<file path="config.mk">
export PLATFORM = sky130hd
export DESIGN_NAME = issue_grant_flat
export DESIGN_NICKNAME = d
export VERILOG_FILES = /design/src/rtl/issue_grant_if.sv /design/src/rtl/issue_grant.sv /design/src/flat_wrapper.sv
export SDC_FILE = /design/constraint.sdc
export NUM_CORES = 1
export LEC_CHECK = 0
export ABC_AREA = 0
export BUFFER_PORTS_ARGS = -buffer_cell sky130_fd_sc_hd__clkbuf_2
export CAP_MARGIN = 20
export CORE_MARGIN = 2
export CORE_UTILIZATION = 40
export CTS_BUF_LIST = sky130_fd_sc_hd__clkbuf_2 sky130_fd_sc_hd__clkbuf_4 sky130_fd_sc_hd__clkbuf_8
export CTS_CLUSTER_SIZE = 8
export DETAILED_ROUTE_END_ITERATION = 10
export PLACE_DENSITY_LB_ADDON = 0.08
export SLEW_MARGIN = 20
export SYNTH_ARGS = -nofsm -noshare
export SYNTH_HDL_FRONTEND = slang
export SYNTH_SLANG_ARGS = --single-unit
</file>
<file path="constraint.sdc">
create_clock -name clk -period 3.35 [get_ports clk]
set_input_delay 0 -clock clk [delete_from_list [all_inputs] [get_ports clk]]
set_output_delay 0 -clock clk [all_outputs]
set_load 0.05 [all_outputs]
</file>
<file path="src/rtl/issue_grant_if.sv">
// rtl/issue_grant_if.sv - issue grant handshake bundle between selection, grant stage and execute
// Ports (master = selection/execute side, slave = issue_grant):
//   flush, issue_ready_ (active low), head, exe_ready      : into the grant stage
//   issue_valid, issue_idx, issue_vec, inst_busy,
//   issue_clear, issue_cnt                                  : out of the grant stage
interface issue_grant_if #(
  parameter int IQ_DEPTH = 16
);
  localparam int IDX_W = $clog2(IQ_DEPTH);

  logic                flush;
  logic [IQ_DEPTH-1:0] issue_ready_;
  logic [IDX_W-1:0]    head;
  logic                exe_ready;
  logic                issue_valid;
  logic [IDX_W-1:0]    issue_idx;
  logic [IQ_DEPTH-1:0] issue_vec;
  logic [IQ_DEPTH-1:0] inst_busy;
  logic [IQ_DEPTH-1:0] issue_clear;
  logic [31:0]         issue_cnt;

  modport master (
    output flush, issue_ready_, head, exe_ready,
    input  issue_valid, issue_idx, issue_vec, inst_busy, issue_clear, issue_cnt
  );

  modport slave (
    input  flush, issue_ready_, head, exe_ready,
    output issue_valid, issue_idx, issue_vec, inst_busy, issue_clear, issue_cnt
  );
endinterface

</file>
<file path="src/rtl/issue_grant.sv">
// rtl/issue_grant.sv - oldest-ready pick into a one-entry issue latch with valid/ready release
// Ports:
//   clk    : clock
//   reset  : asynchronous active-high reset
//   bus    : issue_grant_if.slave (flush, ready vector, head, exe_ready in;
//            latch valid/index/one-hot, busy mask, clear pulse, issue count out)
module issue_grant #(
  parameter int IQ_DEPTH = 16
) (
  input  logic          clk,
  input  logic          reset,
  issue_grant_if.slave  bus
);
  localparam int IDX_W = $clog2(IQ_DEPTH);

  typedef enum logic {
    EMPTY = 1'b0,
    HOLD  = 1'b1
  } state_t;

  state_t              state_q, state_d;
  logic [IDX_W-1:0]    idx_q, idx_d;
  logic [IQ_DEPTH-1:0] vec_q, vec_d;
  logic [IQ_DEPTH-1:0] busy_q, busy_d;
  logic [IQ_DEPTH-1:0] clear_q, clear_d;
  logic [31:0]         cnt_q, cnt_d;

  logic [IQ_DEPTH-1:0] cand;
  logic [IDX_W-1:0]    scan_idx;
  logic [IDX_W-1:0]    pick_idx;
  logic                pick_found;
  logic                accept;
  logic                load;

  // Busy entries are masked here as well, so a selection that forgets to
  // mask its own feedback can never get the held entry granted twice.
  assign cand = ~bus.issue_ready_ & ~busy_q;

  // Circular age scan starting at head; the index wraps naturally because
  // IQ_DEPTH is a power of two.
  always_comb begin
    pick_found = 1'b0;
    pick_idx   = '0;
    scan_idx   = '0;
    for (int k = 0; k < IQ_DEPTH; k++) begin
      scan_idx = bus.head + IDX_W'(k);
      if (!pick_found && cand[scan_idx]) begin
        pick_found = 1'b1;
        pick_idx   = scan_idx;
      end
    end
  end

  assign accept = (state_q == HOLD) && bus.exe_ready;
  // Refilling on the accept cycle gives one issue per clock.
  assign load   = pick_found && ((state_q == EMPTY) || accept);

  always_comb begin
    state_d = state_q;
    idx_d   = idx_q;
    vec_d   = vec_q;
    busy_d  = busy_q;
    clear_d = '0;
    cnt_d   = cnt_q;
    if (bus.flush) begin
      // Flush discards the latch; a coincident accept produces no clear and
      // is not counted since the whole queue is being emptied.
      state_d = EMPTY;
      idx_d   = '0;
      vec_d   = '0;
      busy_d  = '0;
    end else begin
      if (accept) begin
        clear_d = vec_q;
        cnt_d   = cnt_q + 32'd1;
      end
      if (load) begin
        state_d = HOLD;
        idx_d   = pick_idx;
        vec_d   = {{(IQ_DEPTH-1){1'b0}}, 1'b1} << pick_idx;
        busy_d  = {{(IQ_DEPTH-1){1'b0}}, 1'b1} << pick_idx;
      end else if (accept) begin
        state_d = EMPTY;
        idx_d   = '0;
        vec_d   = '0;
        busy_d  = '0;
      end
    end
  end

  always_ff @(posedge clk or posedge reset) begin
    if (reset) begin
      state_q <= EMPTY;
      idx_q   <= '0;
      vec_q   <= '0;
      busy_q  <= '0;
      clear_q <= '0;
      cnt_q   <= '0;
    end else begin
      state_q <= state_d;
      idx_q   <= idx_d;
      vec_q   <= vec_d;
      busy_q  <= busy_d;
      clear_q <= clear_d;
      cnt_q   <= cnt_d;
    end
  end

  assign bus.issue_valid = (state_q == HOLD);
  assign bus.issue_idx   = idx_q;
  assign bus.issue_vec   = vec_q;
  // Same content as issue_vec, kept as its own flop so the feedback path to
  // selection does not share a fanout tree with the execute-side outputs.
  assign bus.inst_busy   = busy_q;
  assign bus.issue_clear = clear_q;
  assign bus.issue_cnt   = cnt_q;
endmodule
</file>
<file path="src/flat_wrapper.sv">
// flat-port wrapper written by rule: the top's interface ports become plain ports
module issue_grant_flat 
#(
  parameter int IQ_DEPTH = 16
)
  (clk, reset, bus_flush, bus_issue_ready_, bus_head, bus_exe_ready, bus_issue_valid, bus_issue_idx, bus_issue_vec, bus_inst_busy, bus_issue_clear, bus_issue_cnt);
  issue_grant_if #(.IQ_DEPTH(IQ_DEPTH)) bus_i ();
  input  logic clk;
  input  logic reset;
  input wire logic [$bits(bus_i.flush)-1:0] bus_flush;
  input wire logic [$bits(bus_i.issue_ready_)-1:0] bus_issue_ready_;
  input wire logic [$bits(bus_i.head)-1:0] bus_head;
  input wire logic [$bits(bus_i.exe_ready)-1:0] bus_exe_ready;
  output wire logic [$bits(bus_i.issue_valid)-1:0] bus_issue_valid;
  output wire logic [$bits(bus_i.issue_idx)-1:0] bus_issue_idx;
  output wire logic [$bits(bus_i.issue_vec)-1:0] bus_issue_vec;
  output wire logic [$bits(bus_i.inst_busy)-1:0] bus_inst_busy;
  output wire logic [$bits(bus_i.issue_clear)-1:0] bus_issue_clear;
  output wire logic [$bits(bus_i.issue_cnt)-1:0] bus_issue_cnt;
  assign bus_i.flush = bus_flush;
  assign bus_i.issue_ready_ = bus_issue_ready_;
  assign bus_i.head = bus_head;
  assign bus_i.exe_ready = bus_exe_ready;
  assign bus_issue_valid = bus_i.issue_valid;
  assign bus_issue_idx = bus_i.issue_idx;
  assign bus_issue_vec = bus_i.issue_vec;
  assign bus_inst_busy = bus_i.inst_busy;
  assign bus_issue_clear = bus_i.issue_clear;
  assign bus_issue_cnt = bus_i.issue_cnt;
  issue_grant #(.IQ_DEPTH(IQ_DEPTH)) u_core (.clk(clk), .reset(reset), .bus(bus_i));
endmodule
</file>
==> summary.txt, run 1 <==
Synth
  – Ys Warns: 0
  – Top FF cell, synth: dfrtp_1
  – Mean Syn Cell Area: 9.39 um^2
  – Number of synthesized register bits: ~70
  – Sequential element share of the synthesized area: 0.305
  – Async SR Flop Fraction: 1.00
  – Post-synth top area cell: dfrtp_1
  – Cell count after synthesis: 604
  – Most frequent cell after synthesis: dfrtp_1
  – Mapped Nets: 636
  – Post-synth EDFFs: 0
  – Commonest cells post-synth: dfrtp_1, nor2_1, nand2_1, nor4_1, xnor2_1
  – Yosys cell types: slightly above 80
  – Most area-consuming cells after synthesis: dfrtp_1, mux4_2, xnor2_1
  – Post-Synthesis Cell Area: about 5700 um^2
  – Yosys top cell area share: 0.305

GRT
  – Initial antenna violation count: 0
  – First-pass GRT wire length: 30,900 um
  – Global-route usage over all layers: 0.269
  – Vias in the first global route: just under 6k
  – GRT Residual Overflow: 0
  – Largest net degree at the start of global routing: between 40 and 50

Placement
  – Placed Cells: roughly 1k
  – HPWL after DPL: 16,000 um
  – IO buf count: roughly 110
  – Final GP Congestion: 0.915

Power
  – PwrDens: between 400 and 500 nW/um^2
  – Leakage: roughly 0.0038 uW
  – Peak VDD IR: approximately 0.23 mV

Final layout
  – Layout Cells excl Fill: about 1.1k
  – NumNets Final: roughly 900
  – N_diodes: 0
  – Layout fillers: approximately 1.2k
  – Area Growth Syn to Fin: 48.5%
  – Final Core Density: 0.607
  – Area of the multi-input gates: approximately 4200 um^2
  – Reg area: around 1700 um^2
  – Share of layout cells above drive strength 1: 0.532

Floorplan
  – Initial Util: 0.408
  – Die Ht: 123 um
  – CORE AREA: roughly 14,000 um^2
  – Cell Rows: between 40 and 50
  – Top-level port count: 109
  – Width of the die: 123 um
  – Die footprint: between 15,000 and 20,000 um^2

STA
  – Setup Viol. Count Final: 5
  – Unrepaired setup endpoints after global routing: yes
  – Slew headroom: 0.393
  – Fin. Hold Viols: 0
  – Fin Hold WS: 0.247 ns
  – Slew Viols, Final: 0
  – Fmax: between 0.2 and 0.3 GHz
  – Final WS setup: -0.0662 ns
  – Final period utilization: 1.02
  – Crit path time final: about 3.4 ns
  – Measured slew at the worst slew-check pin: approximately 0.9 ns
  – Final setup TNS: -0.152 ns
  – Worst Skew: between 0.01 and 0.015 ns

Detailed routing
  – Via Count: between 5k and 6k
  – Antenna Nets Post-Route: 0
  – Avg WL per Cell: 19.5 um
  – Detailed router's first-iteration violation count: just over 400
  – Routed WL: just over 20,000 um
  – Vias per cell: roughly 5.7
  – Detailed-router iteration count before antenna repair: 5
  – DRC errors left: 0

Worst hold path
  – WHS Path Cells: 4
  – Hold Crit Start: bus_exe_ready
  – Worst Hold Class: primary input to flop

CTS
  – Cts bufs inserted: 9
  – Clk slew on worst S/H paths: 0.07 ns
  – TritonCTS clock tree: yes
  – Latest clock arrival within the worst-skew pair: approximately 0.34 ns
  – Max clock buf depth: 2
  – Clock Sinks: 69
  – H-tree Lvls: 3
  – CTS root buf: clkbuf_8

Worst setup path
  – Required time of the critical path: ~3.6 ns
  – CP Capture Type: flop
  – Critical Path Source Type: flop
  – Worst r2r path cells: 12
  – CP Max Fanout: 5
  – Crit Reg-Reg Startpoint: u_core.bus.issue_vec[6]
  – Critical path class: flop to flop
  – WP data arrival: around 3.7 ns
  – Worst setup startpoint: u_core.bus.issue_vec[6]

Run status
  – Status: finished, violations left
  – Failing checks: negative setup slack

Run
  – # Max-Cap Violations: 0
[state kept, by name, summed over array words and instances, names as in the netlist]
| name | count |
|---|---|
| u_core.bus.issue_idx | 4 |
| u_core.bus.issue_vec | 16 |
| u_core.bus.issue_clear | 16 |
| u_core.bus.issue_valid | 1 |
| u_core.bus.issue_cnt | 32 |
[path summary, 6_finish.rpt]
path / endpoint / slack, ns
max: u_core.bus.issue_vec[12] / -0.07
min: u_core.bus.issue_cnt[0] / 0.25
max reg2reg: u_core.bus.issue_vec[12] / -0.07
min reg2reg: u_core.bus.issue_cnt[31] / 0.49
max in group asynchronous: u_core.bus.issue_cnt[23] / 2.10
min in group asynchronous: u_core.bus.issue_cnt[4] / 0.40
[cell families after synthesis]
group,count (synthesis),synth area share
AOI/OAI and AO/OA,116,0.149
xor gates and xnor gates,45,0.0795
adders and majority gates,8,0.0177
buffers and inverters,56,0.0585
DFF,69,0.305
muxes,42,0.120
and+or+nand+nor,268,0.272
[metal layers]
| layer | global-route usage | vias to the layer above | routed length [um] | share of wire |
|---|---|---|---|---|
| met1 | 0.357 | 2925 | 8850 | 0.43 |
| met4 | 0.0902 | 0 | 597 | 0.029 |
| met5 | 0 | - | 0 | 0 |
| li1 | - | 2802 | - | - |
| met3 | 0.0258 | 37 | 1020 | 0.050 |
| met2 | 0.459 | 224 | 10100 | 0.49 |
[cell type report]
| class | instances | area share |
|---|---|---|
| multi-input combinational | 479 | 0.496 |
| timing repair buffer | 293 | 0.239 |
| clock inverter | 4 | 0.00565 |
| inverter | 15 | 0.00713 |
| sequential | 69 | 0.207 |
| clock buffer | 12 | 0.0189 |
| tap | 180 | 0.0267 |
[power by group]
part           internal (uW)  leakage [uW]  switching (uW)  total [uW]
logic                    903       0.00279            1140        2040
clock network            390      0.000106             300         690
registers                888      0.000907            72.1         960
[cells in the final DEF (no fill, tap or decap), types with 12 or more instances in the layout]
master / netlist / routed
buf_4: 23 / 170
clkbuf_2: 0 / 108
dfrtp_1: 69 / 53
nor2_1: 65 / 50
nand2_1: 51 / 50
xnor2_1: 29 / 29
nor4_1: 32 / 27
and2_1: 24 / 23
mux4_2: 19 / 19
nand4_1: 19 / 19
dfrtp_2: 0 / 16
o21ai_0: 17 / 13
a21oi_1: 16 / 12
nand3_1: 13 / 12
[timing repair]
item	CTS	global route
setup buffers	11	9
setup endpoints to repair	20	21
resized for setup	69	56
gates cloned	0	2
hold buffers	3	0
pin swaps	23	21
hold endpoints to repair	45	0
[metrics by stage]
| step | cell area (um^2) | worst slack, ns | power (uW) |
|---|---|---|---|
| final | 8420 | -0.0662 | 3690 |
| after global routing | 8420 | -0.185 | 3870 |
| after floorplan | 5700 | 0.00333 | 1970 |
| after detailed placement | 7440 | -0.386 | 2720 |
| after global placement | 7440 | -0.336 | 2720 |
| after CTS | 8100 | -0.0867 | 3590 |
[worst max-delay path, stage by stage (launching register included)]
cell and delay [ns]:
dfrtp_2 0.47, nor4b_1 0.34, nor4_1 0.11, buf_4 0.17, o22ai_2 0.27, and4bb_2 0.30
buf_4 0.15, and4_4 0.17, or3_4 0.34, o22ai_4 0.20, a32oi_4 0.18, or3_4 0.40
o31ai_2 0.25
Note: power is estimated with default switching activity, not from simulation.
==> run 2: changes to the inputs <==
--- a/config.mk
+++ b/config.mk
@@ -13,8 +13,8 @@
 export CTS_BUF_LIST = sky130_fd_sc_hd__clkbuf_2 sky130_fd_sc_hd__clkbuf_4 sky130_fd_sc_hd__clkbuf_8
 export CTS_CLUSTER_SIZE = 8
 export DETAILED_ROUTE_END_ITERATION = 10
-export PLACE_DENSITY_LB_ADDON = 0.08
-export SLEW_MARGIN = 20
+export PLACE_DENSITY_LB_ADDON = 0.1
+export RECOVER_POWER = 25
 export SYNTH_ARGS = -nofsm -noshare
 export SYNTH_HDL_FRONTEND = slang
 export SYNTH_SLANG_ARGS = --single-unit
==> summary.txt, run 2 (same netlist as run 1, synthesis figures left out) <==
STA
  – Final WS setup: -0.0937 ns
  – Final setup TNS: -0.866 ns
  – Slew Viols, Final: 0
  – Worst Skew: 0.00742 ns
  – Setup Viol. Count Final: 16
  – Fin. Hold Viols: 0
  – Slew headroom: 0.377
  – Fmax: 0.290 GHz
  – Final period utilization: 1.03
  – Unrepaired setup endpoints after global routing: yes
  – Measured slew at the worst slew-check pin: roughly 0.93 ns
  – Crit path time final: 3.44 ns

Power
  – Net switching power: 1530 uW
  – Sw frac: 0.418
  – Internal power: 2130 uW
  – Sequential share of power: 0.262
  – Leakage: 0.00366 uW
  – Gate power share: 0.557
  – Clock network power share: 0.182
  – Peak VDD IR: between 0.15 and 0.2 mV
  – PwrDens: around 440 nW/um^2

GRT
  – Initial antenna violation count: 0
  – GRT Residual Overflow: 0
  – First-pass GRT wire length: between 30,000 and 40,000 um
  – Vias in the first global route: 5,776
  – Global-route usage over all layers: 0.274
  – Largest net degree at the start of global routing: 46

Detailed routing
  – Routed WL: between 20,000 and 25,000 um
  – DRC errors left: 0
  – Detailed router's first-iteration violation count: just under 400
  – Antenna Nets Post-Route: 0
  – Vias per cell: between 5 and 6
  – Avg WL per Cell: around 20 um
  – Detailed-router iteration count before antenna repair: 5
  – Via Count: approximately 6.0k

Floorplan
  – Top-level port count: ~110
  – Initial Util: 0.408
  – Cell Rows: 43
  – Die footprint: 15,100 um^2
  – CORE AREA: between 10,000 and 15,000 um^2
  – Width of the die: between 100 and 150 um
  – Die Ht: 123 um

Final layout
  – Area Growth Syn to Fin: 47.3%
  – Layout fillers: between 1k and 1.5k
  – Final Core Density: 0.602
  – N_diodes: 0
  – Largest register FFs: 32
  – NumNets Final: approximately 910
  – Share of layout cells above drive strength 1: 0.482
  – Layout Cells excl Fill: 1,059
  – Commonest non-fill, non-tap cell in the layout: buf_4
  – Leading cell types in the layout, fill and taps excluded: buf_4, clkbuf_2, nor2_1

CTS
  – Latest clock arrival within the worst-skew pair: between 0.3 and 0.4 ns
  – TritonCTS clock tree: yes
  – Max clock buf depth: 2
  – CTS root buf: clkbuf_8
  – H-tree Lvls: 3
  – Clk slew on worst S/H paths: around 0.070 ns
  – Cts bufs inserted: 9
  – Clock Sinks: between 60 and 70

Worst setup path
  – Critical path class: flop to flop
  – Cells along the critical path: nor2_4 > mux4_2 > mux2_4 > buf_4 > mux2i_2 > buf_6 > buf_4 > buf_4 > a211oi_4 > o31ai_2 > a211o_1 > a31o_4 > o211ai_1 > buf_4 > o21ai_1
  – Cell family with most CP delay: multiplexers
  – CP Max Fanout: 6
  – WP data arrival: between 3 and 4 ns
  – Critical Path Source Type: flop
  – Slowest-stage cell, CP: mux4_2
  – Most used cell, CP: buf_4
  – CP Capture Type: flop
  – Required time of the critical path: around 3.6 ns
  – Buf/Inv on CP: 5
  – Max incr delay on CP: between 0.5 and 0.6 ns

Placement
  – Placed Cells: a little over 1k
  – Dpl ws: -0.452 ns
  – Final GP Congestion: around 0.96
  – IO buf count: ~110
  – HPWL after DPL: approximately 16,000 um

Worst hold path
  – Worst Hold Class: primary input to flop

Run status
  – Failing checks: negative setup slack
  – Status: finished, violations left

Run
  – # Max-Cap Violations: 0
run 2: changes by cell type in the layout (fill, tap and decap cells not counted), sizes merged:
cell,change
buf,+7
clkbuf,+3
bufinv,-1
clkinv,-1
dlygate4sd3,-1
run 2: final timing paths:
kind	startpoint	endpoint	slack [ns]	depth (start not counted)
min in group asynchronous	reset	u_core.bus.issue_cnt[9]	0.40	3
worst max register to register	u_core.bus.issue_vec[4]	u_core.bus.issue_vec[3]	-0.09	15
worst max-delay path	u_core.bus.issue_vec[4]	u_core.bus.issue_vec[3]	-0.09	15
worst min-delay path	bus_exe_ready	u_core.bus.issue_valid	0.14	3
max in group asynchronous	reset	u_core.bus.issue_vec[10]	2.06	4
worst min register to register	u_core.bus.issue_cnt[31]	u_core.bus.issue_cnt[31]	0.48	1
run 2: power groups by stage:
stage          Sequential [uW]  Clock, uW  Combinational [uW]
2_1_floorplan             1150          0                 827
3_3_place_gp               968          0                1750
3_5_place_dp               970          0                1760
4_1_cts                    955        686                1900
5_1_grt                    966        727                2150
6_report                   958        666                2040
run 2: through the flow:
step                power (uW)  hold WS (ns)  cell area [um^2]
global route              3850         0.171              8350
CTS                       3540        0.0374              8070
floorplan                 1970        0.0631              5700
finish                    3660         0.142              8350
global placement          2720         0.188              7510
detailed placement        2730         0.200              7510
run 2: what timing repair did:
item | 4_1_cts | 5_1_grt
resized for setup | 52 | 56
gates cloned | 1 | 1
setup buffers | 14 | 5
hold buffers | 2 | 0
setup endpoints to repair | 20 | 20
endpoints found under the hold margin | 45 | 0
pin swaps | 20 | 16
run 2: metal layers:
metal,vias to the layer above,part of all wire,global-route usage
met4,0,0.023,0.0895
met1,2997,0.44,0.358
met3,25,0.046,0.0341
met2,165,0.50,0.472
li1,2809,-,-
met5,-,0,0
run 2: cell type report:
type	instances	area, um^2	share of cell area
clock buffer	14	186	0.0223
sequential	69	1750	0.209
inverter	15	56.3	0.00674
clock inverter	2	15.0	0.00180
multi-input combinational	479	4120	0.493
tap	180	225	0.0270
timing repair buffer	300	2000	0.240
run 2: worst min-delay path: stages:
cell and delay (ns):
clkbuf_2 0.09, nand2b_1 0.24, a21oi_1 0.10
==> run 3: changes to the inputs <==
--- a/config.mk
+++ b/config.mk
@@ -6,10 +6,11 @@
 export NUM_CORES = 1
 export LEC_CHECK = 0
 export ABC_AREA = 0
+export ABC_CLOCK_PERIOD_IN_PS = 3350
 export BUFFER_PORTS_ARGS = -buffer_cell sky130_fd_sc_hd__clkbuf_2
 export CAP_MARGIN = 20
 export CORE_MARGIN = 2
-export CORE_UTILIZATION = 40
+export CORE_UTILIZATION = 42
 export CTS_BUF_LIST = sky130_fd_sc_hd__clkbuf_2 sky130_fd_sc_hd__clkbuf_4 sky130_fd_sc_hd__clkbuf_8
 export CTS_CLUSTER_SIZE = 8
 export DETAILED_ROUTE_END_ITERATION = 10
==> summary.txt, run 3 (same netlist as run 1, synthesis figures left out) <==
Run status
  – Status: finished, violations left
  – Failing checks: max-capacitance violations, max-slew violations, negative setup slack

Placement
  – HPWL after DPL: 15,700 um
  – IO buf count: roughly 110
  – DP Area: approximately 7400 um^2
  – Placed Cells: a little over 1k
  – Final GP Congestion: 0.982

Detailed routing
  – DRC errors left: 0
  – Antenna Nets Post-Route: 0
  – Via Count: around 6k
  – Detailed router's first-iteration violation count: between 300 and 400
  – Vias per cell: around 5.7
  – Avg WL per Cell: 19.2 um
  – Routed WL: approximately 20,000 um
  – Detailed-router iteration count before antenna repair: 5

Final layout
  – Share of layout cells above drive strength 1: 0.511
  – Area Growth Syn to Fin: 44.4%
  – Post-route design area: between 8000 and 9000 um^2
  – NumNets Final: 892
  – Commonest non-fill, non-tap cell in the layout: buf_4
  – Leading cell types in the layout, fill and taps excluded: buf_4, clkbuf_2, nor2_1
  – Largest register FFs: 32
  – Layout Cells excl Fill: roughly 1.0k
  – N_diodes: 0

Floorplan
  – Die footprint: roughly 14,000 um^2
  – Width of the die: between 100 and 150 um
  – Top-level port count: 109
  – Cell Rows: between 40 and 50
  – CORE AREA: ~13,000 um^2
  – Initial Util: 0.430
  – Die Ht: ~120 um

STA
  – Slew headroom: -0.578
  – Final WS setup: -0.0731 ns
  – Unrepaired setup endpoints after global routing: yes
  – Slew Viols, Final: between 40 and 50
  – Fin Hold WS: 0.119 ns
  – Setup Viol. Count Final: 9
  – Final setup TNS: -0.384 ns
  – Final period utilization: 1.02
  – Measured slew at the worst slew-check pin: 2.37 ns
  – Fmax: 0.292 GHz
  – Worst Skew: between 0.01 and 0.015 ns
  – Fin. Hold Viols: 0
  – Crit path time final: about 3.4 ns

Worst setup path
  – Reg2reg setup slack: -0.07 ns
  – CP Max Fanout: 6
  – Required time of the critical path: approximately 3.6 ns
  – Critical Path Source Type: flop
  – WP data arrival: ~3.7 ns
  – CP Capture Type: flop
  – Critical path class: flop to flop

Power
  – Clock network power share: 0.188
  – Sw frac: 0.416
  – Internal power: around 2100 uW
  – Gate power share: 0.545
  – Leakage: about 0.0037 uW
  – PwrDens: roughly 440 nW/um^2
  – Peak VDD IR: 0.159 mV
  – Net switching power: roughly 1500 uW
  – Sequential share of power: 0.268

CTS
  – Latest clock arrival within the worst-skew pair: ~0.34 ns
  – Clock Sinks: 69
  – TritonCTS clock tree: yes
  – CTS root buf: clkbuf_8
  – Max clock buf depth: 2
  – Clk slew on worst S/H paths: ~0.070 ns
  – Cts bufs inserted: 9
  – H-tree Lvls: 3

GRT
  – First-pass GRT wire length: 31,000 um
  – Vias in the first global route: around 5.7k
  – GRT Residual Overflow: 0
  – Initial antenna violation count: 0
  – Global-route usage over all layers: 0.276
  – Largest net degree at the start of global routing: 53

Worst hold path
  – Worst Hold Class: primary input to async pin

Run
  – # Max-Cap Violations: 1
-- run 3: cell count changes in the layout (fill, tap and decap cells not counted), moves of 4 or more --
| cell | before | now |
|---|---|---|
| buf_4 | 179 | 168 |
| clkbuf_2 | 67 | 108 |
| and2_0 | 7 | 0 |
| clkbuf_8 | 13 | 9 |
| clkbuf_1 | 42 | 1 |
| and2_1 | 16 | 23 |
-- run 3: area by class of cell --
| class | instances | area, um^2 |
|---|---|---|
| fill | 1183 | 5000 |
| multi-input combinational | 479 | 4040 |
| timing repair buffer | 286 | 1920 |
| sequential | 69 | 1750 |
| tap | 176 | 220 |
| clock buffer | 12 | 146 |
| inverter | 15 | 56.3 |
| clock inverter | 4 | 50.0 |
-- run 3: critical path, stage by stage, from the launching register on --
cell and delay, ns:
dfrtp_2 0.49, nor2_4 0.07, mux4_2 0.54, mux2_4 0.31, buf_4 0.15, mux2i_2 0.15, buf_6 0.17, o31ai_4 0.08
a221oi_4 0.40, o32ai_4 0.17, a32oi_4 0.26, o211ai_1 0.24, buf_4 0.20, o21ai_2 0.11
-- run 3: power groups by stage --
stage | clock network [uW] | registers (uW) | logic (uW)
after floorplan | 0 | 1150 | 827
after global placement | 0 | 967 | 1720
after detailed placement | 0 | 969 | 1730
after CTS | 691 | 954 | 1810
after global routing | 726 | 968 | 2070
final | 672 | 959 | 1950
-- run 3: stage by stage --
stage | worst slack [ns] | utilization | total power (uW)
6_report | -0.0731 | 0.621 | 3580
5_1_grt | -0.181 | 0.621 | 3760
4_1_cts | -0.00538 | 0.597 | 3450
3_5_place_dp | -0.352 | 0.564 | 2700
3_3_place_gp | -0.357 | 0.564 | 2690
2_1_floorplan | 0.00333 | - | 1970
-- run 3: routing by layer --
layer	global-route usage	wire (um)	share of wire
met1	0.369	8520	0.43
met2	0.465	9850	0.49
met3	0.0363	1180	0.059
met4	0.0846	459	0.023
met5	0	0	0
-- run 3: final timing paths --
check / cells past startpoint / start / end
max: 13 / u_core.bus.issue_vec[6] / u_core.bus.issue_vec[10]
min: 3 / reset / u_core.bus.issue_cnt[17]
max reg2reg: 13 / u_core.bus.issue_vec[6] / u_core.bus.issue_vec[10]
min reg2reg: 1 / u_core.bus.issue_cnt[31] / u_core.bus.issue_cnt[31]
max in group asynchronous: 4 / reset / u_core.bus.issue_vec[7]
min in group clk: 3 / bus_exe_ready / u_core.bus.issue_valid
-- run 3: timing repair --
action | in CTS | in global routing
hold endpoints to repair | 52 | 0
buffers inserted | 4 | 6
pin swaps | 9 | 20
gates resized for setup | 37 | 56
setup endpoints to repair | 20 | 20
hold buffers | 2 | 0
gates cloned | 1 | 1
